[src/rtl/scan_pkg.sv]
// Shared definitions for the scan write controller: FSM state encoding and
// default frame geometry, FIFO depth and counter widths.
package scan_pkg;

    localparam int IMG_W_DEF = 160;
    localparam int IMG_H_DEF = 120;
    localparam int X_W_DEF   = 8;
    localparam int Y_W_DEF   = 8;
    localparam int CH_W_DEF  = 3;
    localparam int DEPTH_DEF = 4;
    localparam int CNT_W_DEF = 24;

    typedef enum logic [1:0] {
        IDLE  = 2'd0,
        RUN   = 2'd1,
        DRAIN = 2'd2,
        DONE  = 2'd3
    } state_t;

endpackage

[src/rtl/sync_fifo.sv]
// Single-clock FIFO with first-word-fall-through read, synchronous flush and
// full/empty flags. DEPTH must be a power of two.
module sync_fifo #(
    parameter int DEPTH  = 4,
    parameter int DATA_W = 9
) (
    input  logic              clock,
    input  logic              reset,
    input  logic              flush,
    input  logic              push,
    input  logic              pop,
    input  logic [DATA_W-1:0] din,
    output logic [DATA_W-1:0] dout,
    output logic              full,
    output logic              empty
);

    localparam int              PTR_W    = $clog2(DEPTH);
    localparam logic [PTR_W:0]  FULL_CNT = (PTR_W + 1)'(DEPTH);

    logic [DATA_W-1:0] mem [DEPTH];
    logic [PTR_W-1:0]  wr_ptr;
    logic [PTR_W-1:0]  rd_ptr;
    logic [PTR_W:0]    count;
    logic              do_push;
    logic              do_pop;

    // A full FIFO refuses a push even when a pop frees a slot in the same cycle.
    assign do_push = push && !full;
    assign do_pop  = pop && !empty;
    assign full    = (count == FULL_CNT);
    assign empty   = (count == '0);
    assign dout    = mem[rd_ptr];

    always_ff @(posedge clock) begin
        if (reset || flush) begin
            wr_ptr <= '0;
            rd_ptr <= '0;
            count  <= '0;
        end else begin
            if (do_push) wr_ptr <= wr_ptr + 1'b1;
            if (do_pop)  rd_ptr <= rd_ptr + 1'b1;
            case ({do_push, do_pop})
                2'b10:   count <= count + 1'b1;
                2'b01:   count <= count - 1'b1;
                default: count <= count;
            endcase
        end
    end

    // NOTE: storage has no reset; the pointers and count alone define which entries are valid.
    always_ff @(posedge clock) begin
        if (do_push) mem[wr_ptr] <= din;
    end

endmodule

[src/rtl/scan_write_ctrl.sv]
// Accepts a raster-ordered pixel stream, buffers it, and issues one framebuffer
// write per pixel with its x/y coordinate; reports frame completion and duration.
module scan_write_ctrl
    import scan_pkg::*;
#(
    parameter int IMG_W = IMG_W_DEF,
    parameter int IMG_H = IMG_H_DEF,
    parameter int X_W   = X_W_DEF,
    parameter int Y_W   = Y_W_DEF,
    parameter int CH_W  = CH_W_DEF,
    parameter int DEPTH = DEPTH_DEF,
    parameter int CNT_W = CNT_W_DEF
) (
    input  logic             clock,
    input  logic             reset,
    input  logic             start,
    input  logic             abort,
    input  logic             mono,
    input  logic             in_valid,
    input  logic [CH_W-1:0]  in_r,
    input  logic [CH_W-1:0]  in_g,
    input  logic [CH_W-1:0]  in_b,
    output logic             in_ready,
    input  logic             fb_ready,
    output logic             write_en,
    output logic [X_W-1:0]   write_x,
    output logic [Y_W-1:0]   write_y,
    output logic [CH_W-1:0]  write_r,
    output logic [CH_W-1:0]  write_g,
    output logic [CH_W-1:0]  write_b,
    output logic             busy,
    output logic             done,
    output logic [CNT_W-1:0] cycle_count
);

    localparam int               PIX_TOTAL_INT = IMG_W * IMG_H;
    localparam int               ACC_W         = $clog2(PIX_TOTAL_INT + 1);
    localparam int               DATA_W        = 3 * CH_W;
    localparam logic [ACC_W-1:0] PIX_TOTAL     = ACC_W'(PIX_TOTAL_INT);
    localparam logic [ACC_W-1:0] PIX_LAST      = ACC_W'(PIX_TOTAL_INT - 1);
    localparam logic [X_W-1:0]   X_LAST        = X_W'(IMG_W - 1);
    localparam logic [Y_W-1:0]   Y_LAST        = Y_W'(IMG_H - 1);

    state_t            state;
    state_t            state_nxt;
    logic              busy_nxt;
    logic              done_nxt;
    logic [ACC_W-1:0]  accepted;
    logic [X_W-1:0]    x_cnt;
    logic [Y_W-1:0]    y_cnt;
    logic              mono_lat;
    logic              start_ok;
    logic              push;
    logic              pop;
    logic              last_pop;
    logic              fifo_full;
    logic              fifo_empty;
    logic [DATA_W-1:0] fifo_din;
    logic [DATA_W-1:0] fifo_dout;

    assign start_ok = (state == IDLE) && start && !abort;
    assign in_ready = (state == RUN) && !fifo_full && (accepted != PIX_TOTAL)
                      && !abort && !reset;
    assign push     = in_valid && in_ready;
    assign pop      = !fifo_empty && fb_ready && !abort;
    assign last_pop = pop && (x_cnt == X_LAST) && (y_cnt == Y_LAST);
    assign fifo_din = mono_lat ? {in_r, in_r, in_r} : {in_r, in_g, in_b};

    sync_fifo #(
        .DEPTH  (DEPTH),
        .DATA_W (DATA_W)
    ) u_fifo (
        .clock (clock),
        .reset (reset),
        .flush (abort),
        .push  (push),
        .pop   (pop),
        .din   (fifo_din),
        .dout  (fifo_dout),
        .full  (fifo_full),
        .empty (fifo_empty)
    );

    // NOTE: sequential state uses <= so every flop samples pre-edge values, independent of block order.
    always_ff @(posedge clock) begin
        if (reset) state <= IDLE;
        else       state <= state_nxt;
    end

    // NOTE: the default assignment first keeps this block free of inferred latches.
    always_comb begin
        state_nxt = state;
        if (abort) begin
            state_nxt = IDLE;
        end else begin
            case (state)
                IDLE:    if (start) state_nxt = RUN;
                RUN:     if (push && (accepted == PIX_LAST)) state_nxt = DRAIN;
                DRAIN:   if (last_pop) state_nxt = DONE;
                DONE:    state_nxt = IDLE;
                default: state_nxt = IDLE;
            endcase
        end
    end

    always_comb begin
        busy_nxt = (state_nxt == RUN) || (state_nxt == DRAIN);
        done_nxt = (state_nxt == DONE);
    end

    always_ff @(posedge clock) begin
        if (reset) begin
            accepted    <= '0;
            x_cnt       <= '0;
            y_cnt       <= '0;
            mono_lat    <= 1'b0;
            write_en    <= 1'b0;
            write_x     <= '0;
            write_y     <= '0;
            write_r     <= '0;
            write_g     <= '0;
            write_b     <= '0;
            busy        <= 1'b0;
            done        <= 1'b0;
            cycle_count <= '0;
        end else begin
            busy     <= busy_nxt;
            done     <= done_nxt;
            write_en <= pop;

            if (pop) begin
                write_x                       <= x_cnt;
                write_y                       <= y_cnt;
                {write_r, write_g, write_b}   <= fifo_dout;
                if (x_cnt == X_LAST) begin
                    x_cnt <= '0;
                    y_cnt <= y_cnt + 1'b1;
                end else begin
                    x_cnt <= x_cnt + 1'b1;
                end
            end

            if (push) accepted <= accepted + 1'b1;

            // The start edge is the frame's first counted cycle, so the
            // count reads its final value during DONE alongside the done pulse.
            if (start_ok) begin
                accepted    <= '0;
                x_cnt       <= '0;
                y_cnt       <= '0;
                mono_lat    <= mono;
                cycle_count <= CNT_W'(1);
            end else if ((state_nxt inside {RUN, DRAIN, DONE}) && (cycle_count != '1)) begin
                cycle_count <= cycle_count + 1'b1;
            end
        end
    end

endmodule

[config.mk]
export PLATFORM = sky130hd
export DESIGN_NAME = scan_write_ctrl
export DESIGN_NICKNAME = d
export VERILOG_FILES = /design/src/rtl/scan_pkg.sv /design/src/rtl/sync_fifo.sv /design/src/rtl/scan_write_ctrl.sv
export SDC_FILE = /design/constraint.sdc
export NUM_CORES = 1
export LEC_CHECK = 0
export BUFFER_PORTS_ARGS = -buffer_cell sky130_fd_sc_hd__buf_2
export CAP_MARGIN = 10
export CORE_MARGIN = 4
export CORE_UTILIZATION = 60
export CTS_CLUSTER_SIZE = 25
export DETAILED_ROUTE_END_ITERATION = 7
export HOLD_SLACK_MARGIN = 0.1
export PLACE_DENSITY = 0.83
export SLEW_MARGIN = 30
export SYNTH_ARGS = -nofsm -noshare
export SYNTH_HDL_FRONTEND = slang
export SYNTH_SLANG_ARGS = --single-unit
[constraint.sdc]
create_clock -name clock -period 5.98 [get_ports clock]
set_input_delay 0.598 -clock clock [delete_from_list [all_inputs] [get_ports clock]]
set_output_delay 0.598 -clock clock [all_outputs]
set_load 0.03 [all_outputs]
==> Word level (Yosys, flattened, before mapping) <==
Memories as Yosys holds them, arrays and structs flattened. A register that Yosys moved wholly into a read port is not among the register bits.
Cells that the tools add are included.
{ "word_totals": {"inputBits": 16, "register_bits": 84, "out_inout_bits": 53, "mem_bits_rw": 36, "wordCells": 78, "mem_count": 1} }
{ "mem_list": {"columns": ["memory", "words", "word_bits", "read_ports", "rd_clocked_by_memory_dff", "wr", "line", "rtl"], "rows": [
  ["u_fifo.mem", 4, 9, 1, 1, 1, "sync_fifo.sv:21", "logic [DATA_W-1:0] mem [DEPTH];"]
]} }
{ "classes": {"muxes": 12, "eq_ne": 14, "n_reduce_logical": 28, "add_sub_neg": 8} }
{ "op_table": {"columns": ["op", "n"], "rows": [
  ["24-bit by 1-bit adder with 24-bit output (second input constant)", 1],
  ["24-bit != test (second input constant)", 1],
  ["8-bit by 1-bit adder with 8-bit output (second input constant)", 2],
  ["15-bit by 1-bit adder with 15-bit output (second input constant)", 1],
  ["15-bit == test (second input constant)", 1],
  ["1-bit logical AND", 15],
  ["15-bit != test (second input constant)", 1],
  ["2-bit == test (second input constant)", 5],
  ["8-bit by 7-bit == test with 1-bit output (second input constant)", 1],
  ["8-bit == test (second input constant)", 1],
  ["2-bit 2-to-1 mux", 4],
  ["8-bit 2-to-1 mux", 1],
  ["2-bit case mux with 4 select lines", 1],
  ["2-bit by 1-bit == test with 1-bit output (second input constant)", 3],
  ["6-bit 2-to-1 mux", 1],
  ["3-bit case mux with 2 select lines", 1],
  ["2-bit by 1-bit adder with 2-bit output (second input constant)", 2],
  ["1-bit zero test", 4],
  ["1-bit 2-to-1 mux", 4],
  ["2-bit nonzero test", 2],
  ["3-bit by 1-bit adder with 3-bit output (second input constant)", 1],
  ["3-bit == test (second input constant)", 1],
  ["3-bit zero test", 1],
  ["3-bit nonzero test", 1],
  ["other kinds (5)", 6]
]} }

==> Logic depth before layout (Yosys ltp) <==
{ "depth": {"depth_word": 16, "mapped_depth": 13} }

==> Modules after synthesis <==
A second synthesis with hierarchy kept.
{ "unflattened": {"hier_cells": 573, "hier_area_um2": 5669.2} }
{ "modules_own_cells": {"columns": ["module", "n_inst", "seq_area_each_um2", "cells_per_inst", "area_per_inst_um2"], "rows": [
  ["scan_write_ctrl", 1, 1721.7, 470, 3876.2],
  ["sync_fifo", 1, 1261.2, 103, 1793.0]
]} }

==> Worst setup path after synthesis <==
No wires, ideal clock.
{ "synth_path": {"path_type": "input port to flip-flop", "from": "input port abort", "to": "register cycle_count[22]", "path_slack_ns": 2.634, "arrival_ns": 3.231, "n_path_buf": 1, "setup_time_ns": 0.115, "cell_stages": 12, "path_cell_list": "nor4b_4 > nand2_2 > nor4_1 > a21oi_1 > or2_2 > ha_1 > clkbuf_1 > nand4b_1 > nor4_1 > nand3_1 > xnor2_1 > and2_1"} }
{ "synth_between": {"elab_chain_cells": 11, "word_cells_on_any_way": 19} }
{ "synth_rtl": {"columns": ["item", "line", "rtl"], "rows": [
  ["start, declared", "scan_write_ctrl.sv:17", "input logic abort,"],
  ["1-bit zero test", "scan_write_ctrl.sv:61, scan_write_ctrl.sv:63, scan_write_ctrl.sv:65", null],
  ["1-bit logical AND (2 in a row)", "scan_write_ctrl.sv:63", "&& !abort && !reset;"],
  ["1-bit logical AND", "scan_write_ctrl.sv:64", "assign push = in_valid && in_ready;"],
  ["1-bit logical AND", "scan_write_ctrl.sv:98", "RUN: if (push && (accepted == PIX_LAST)) state_nxt = DRAIN;"],
  ["2-bit 2-to-1 mux", "scan_write_ctrl.sv:98", null],
  ["2-bit case mux with 4 select lines", "scan_write_ctrl.sv:96", "case (state)"],
  ["2-bit 2-to-1 mux", "scan_write_ctrl.sv:93", "if (abort) begin"],
  ["2-bit by 1-bit == test with 1-bit output or 2-bit == test (tied branches)", "scan_write_ctrl.sv:153", "end else if ((state_nxt inside {RUN, DRAIN, DONE}) && (cycle_count != '1)) begin"],
  ["3-bit nonzero test", "scan_write_ctrl.sv:153", null],
  ["1-bit logical AND", "scan_write_ctrl.sv:153", null],
  ["end signal, assigned", "scan_write_ctrl.sv:154", "cycle_count <= cycle_count + 1'b1;"],
  ["end, declared", "scan_write_ctrl.sv:33", "output logic [CNT_W-1:0] cycle_count"]
]} }
Parallel ways exist; a longest one is shown, timed or not.
A chain may end at the register's enable or synchronous reset.

==> Worst setup path in the final report <==
{ "layout_path": {"from": "register u_fifo.count[0]", "to": "register cycle_count[22]"} }
{ "layout_between": {"elab_chain_cells": 14, "word_cells_on_any_way": 23} }
{ "layout_rtl": {"columns": ["item", "line", "rtl"], "rows": [
  ["start, declared", "sync_fifo.sv:24", "logic [PTR_W:0] count;"],
  ["start signal, assigned", "sync_fifo.sv:44", "2'b10: count <= count + 1'b1;"],
  ["start signal, assigned", "sync_fifo.sv:45", "2'b01: count <= count - 1'b1;"],
  ["start signal, assigned", "sync_fifo.sv:46", "default: count <= count;"],
  ["3-bit == test", "sync_fifo.sv:31", "assign full = (count == FULL_CNT);"],
  ["1-bit zero test", "scan_write_ctrl.sv:62", "assign in_ready = (state == RUN) && !fifo_full && (accepted != PIX_TOTAL)"],
  ["1-bit logical AND (2 in a row)", "scan_write_ctrl.sv:62", null],
  ["1-bit logical AND (2 in a row)", "scan_write_ctrl.sv:63", null],
  ["1-bit logical AND", "scan_write_ctrl.sv:64", null],
  ["1-bit logical AND", "scan_write_ctrl.sv:98", null],
  ["2-bit 2-to-1 mux", "scan_write_ctrl.sv:98", null],
  ["2-bit case mux with 4 select lines *", "scan_write_ctrl.sv:96", null],
  ["2-bit 2-to-1 mux *", "scan_write_ctrl.sv:93", null],
  ["2-bit by 1-bit == test with 1-bit output or 2-bit == test (tied branches)", "scan_write_ctrl.sv:153", null],
  ["3-bit nonzero test *", "scan_write_ctrl.sv:153", null],
  ["1-bit logical AND *", "scan_write_ctrl.sv:153", null]
]} }
Every way passes the cells marked *; elsewhere a longest branch is shown, timed or not.

==> qor.csv <==
stage;metric;value;unit
final_layout;fin_nets;666;
timing;drv_slew;0;
yosys;synth_area_per_cell;9.81;um2
setup_path;r2r_cells;11;
route;post_drt_via_cell_ratio;5.85;
clock_network;clock_latency;0.52;ns
run_status;status;completed;
timing;period_share;66.4;%
place;gp_congestion;0.821;
route;drc_errors;0;
yosys;ys_warn_count;0;
power_and_ir_drop;cellLeakagePower;2.44;nW
timing;setup_slack;2.01;ns
timing;tightest_slew;0.773;ns
clock_network;cts_hold_buffers;0;
final_layout;num_antenna_cells;0;
route;wl_per_cell;16.5;um
yosys;synth_ff_type;dfxtp_1;
clock_network;cts_tree;done;
setup_path;crit_path_end;cycle_count[22]$_SDFFE_PP0P_;
worst_hold_path;hold_path_depth;1;
timing;relSlewSlack;48.5;%
setup_path;cp.required;6.39;ns
floorplan;die_h;105;um
floorplan;ios;69;
global_route;overflow;0;
timing;max_freq;252;MHz
route;vias;4452;
floorplan;coreArea;9200;um2
route;dr.pass1.iters;5;
power_and_ir_drop;ir_drop;206;uV
clock_network;cts-root-buf;clkbuf_8;
yosys;netlist_instances;574;
global_route;grt_util_all_layers;23.9;%
power_and_ir_drop;power_density;298;nW/um2
timing;post-route-min-period;3.97;ns
place;io_buffers;68;
final_layout;seq_area;2940;um2
route;ant_nets;0;
yosys;synth-edff-count;36;
setup_path;start_kind;flip-flop;
floorplan;placementRows;35;
setup_path;worstReg2RegStart;u_fifo.count[0]$_SDFFE_PP0P_;
job;maxCapViolations;0;
timing;rsz0062_at_grt;no;
floorplan;dieArea;11000;um2
yosys;synth_top_area_share;33.1;%
route;routed_wl;12.6;mm
timing;setup_viol;0;
worst_hold_path;min_path_type;in -> reg;
timing;finalHoldViolCount;0;
setup_path;r2r_end;cycle_count[22]$_SDFFE_PP0P_;
setup_path;cp.arrival;4.38;ns
timing;setup_tns;0;ns
clock_network;postCtsSetupBuffers;0;
floorplan;die_w;105;um
clock_network;clk_path_buf_depth;2;
yosys;ys_types;52;
setup_path;worstPathMaxFanout;40;
global_route;grt_max_degree;44;
global_route;grt_pass1_vias;4412;
setup_path;worstSetupPathType;reg -> reg;
clock_network;cts_max_level;4;
global_route;antenna_found_initial;0;
final_layout;nFillCells;617;
place;place_worst_setup_slack;1.57;ns
yosys;ys_seq_area_share;52.3;%
yosys;ys_seq_elements;129;
clock_network;post_cts_resized;0;
yosys;yosysTopAreaCell;dfxtp_1;
yosys;async_reset_ff_share;0;%
clock_network;numCtsBuffers;17;
clock_network;cts.reportedPaths.clkPinSlew;0.07;ns
setup_path;worstSetupEndpointType;flip-flop;
timing;fin_skew;0.0127;ns
global_route;grt_pass1_wl;21.2;mm
final_layout;layout-drive-gt1-share;20.0;%
final_layout;multi_input_area;2500;um2
yosys;syn_area;5630;um2
yosys;syn_nets;603;
final_layout;areaGrowthSynthToFinish;17.5;%
clock_network;cts_sinks;129;
yosys;ys_top_cells_by_area;dfxtp_1 (33%), edfxtp_1 (19%), nand2_1 (5.7%);
setup_path;ff2ff_setup_slack;2.01;ns
floorplan;start_util;61.2;%
setup_path;crit_path_start;u_fifo.count[0]$_SDFFE_PP0P_;
place;hpwlAfterDp;7.96;mm
route;drt_iter0_drc;239;
==> how the worst min path moves through the flow <==
stage / from / to / slack, ns
finish: in_r[2] / u_fifo.mem[0][8]$_DFFE_PP_ / 0.30
global route: in_r[2] / u_fifo.mem[2][8]$_DFFE_PP_ / 0.29
CTS: in_r[2] / u_fifo.mem[3][8]$_DFFE_PP_ / 0.28
detailed placement: write_b[2]$_SDFFE_PP0P_ / write_b[2]$_SDFFE_PP0P_ / 0.45
global placement: write_x[7]$_SDFFE_PP0P_ / write_x[7]$_SDFFE_PP0P_ / 0.45
floorplan: y_cnt[2]$_SDFFE_PP0P_ / write_y[2]$_SDFFE_PP0P_ / 0.45
==> cell usage after synthesis, drive strengths merged (9+ instances only) <==
library cell	n
nand2	87
mux4	9
nor4	11
a21oi	43
nand3	23
dfxtp	93
xnor2	24
edfxtp	36
inv	23
clkbuf	21
o21ai	15
or3	13
ha	12
nor2	55
nand4	14
xor2	13
==> critical path: stages (launching register included) <==
cell and delay [ns]:
dfxtp_1 0.38, nor3_1 0.06, or3b_2 0.77, inv_2 0.56
nand4_1 0.20, o211a_1 0.19, ha_1 0.33, nand4b_1 0.26
nor4_1 0.61, nand3_1 0.18, xnor2_1 0.16, and2_1 0.16
==> routing by layer <==
layer  global-route usage, %  vias to the layer above  part of all wire [%]
met1                    29.3                     2126                    41
met4                    9.37                        0                   2.1
met2                    40.3                      156                    51
met5                       0                        -                     0
li1                        -                     2144                     -
met3                    6.05                       26                   5.6
==> sequential cells by signal, indices dropped and copies added (netlist names), 2 cells and up <==
register,flops
u_fifo.wr_ptr,2
write_g,3
y_cnt,8
x_cnt,8
write_y,8
accepted,15
u_fifo.count,3
u_fifo.mem,36
write_b,3
u_fifo.rd_ptr,2
write_x,8
write_r,3
cycle_count,24
state,2
==> area by class of cell <==
type                            count  area share [%]
Clock buffer                       17            6.26
Clock inverter                     15            2.55
Inverter                           24            1.36
Multi-Input combinational cell    394            37.8
Sequential cell                   129            44.5
Tap cell                          111            2.10
Timing Repair Buffer               71            5.48
==> where the power goes <==
group          leakage, nW  total (W)  internal (W)  switching (W)
clock network        0.279    0.00102      0.000605       0.000414
logic                 1.09  0.0000495     0.0000146      0.0000349
registers             1.07   0.000906      0.000902     0.00000392
==> cells by family (layout without fill, tap and decap cells) <==
group	after synthesis	after routing	synth area share, %
AOI/OAI and AO/OA	77	77	8.11
adders and majority gates	13	13	3.02
xor gates and xnor gates	37	37	5.76
buffers and inverters	51	127	3.67
muxes	15	15	4.67
and+or+nand+nor	252	252	22.5
DFF	129	129	52.3
==> layout by cell type (no fill, tap or decap), types with 8 or more instances in the layout <==
cell type	count
nand4_1	14
nor2_1	54
xnor2_1	24
ha_1	12
nor3_1	8
nand2_1	86
nor4_1	10
and3_1	8
xor2_1	13
o21ai_0	15
mux4_2	9
dfxtp_1	93
or3_1	13
inv_1	23
edfxtp_1	36
a21oi_1	43
clkbuf_16	16
nand3_1	23
buf_2	68
==> per-stage QoR <==
stage / hold slack, ns / area (um2) / instances / util, % / power [W]
floorplan: 0.449 / 5630 / 574 / - / 0.000955
global placement: 0.445 / 6020 / 729 / 65.4 / 0.000970
detailed placement: 0.447 / 6020 / 729 / 65.4 / 0.000973
CTS: 0.285 / 6600 / 761 / 71.8 / 0.00198
global route: 0.290 / 6620 / 761 / 71.9 / 0.00203
finish: 0.303 / 6620 / 761 / 71.9 / 0.00197
Power figures use the tool's default switching activity.
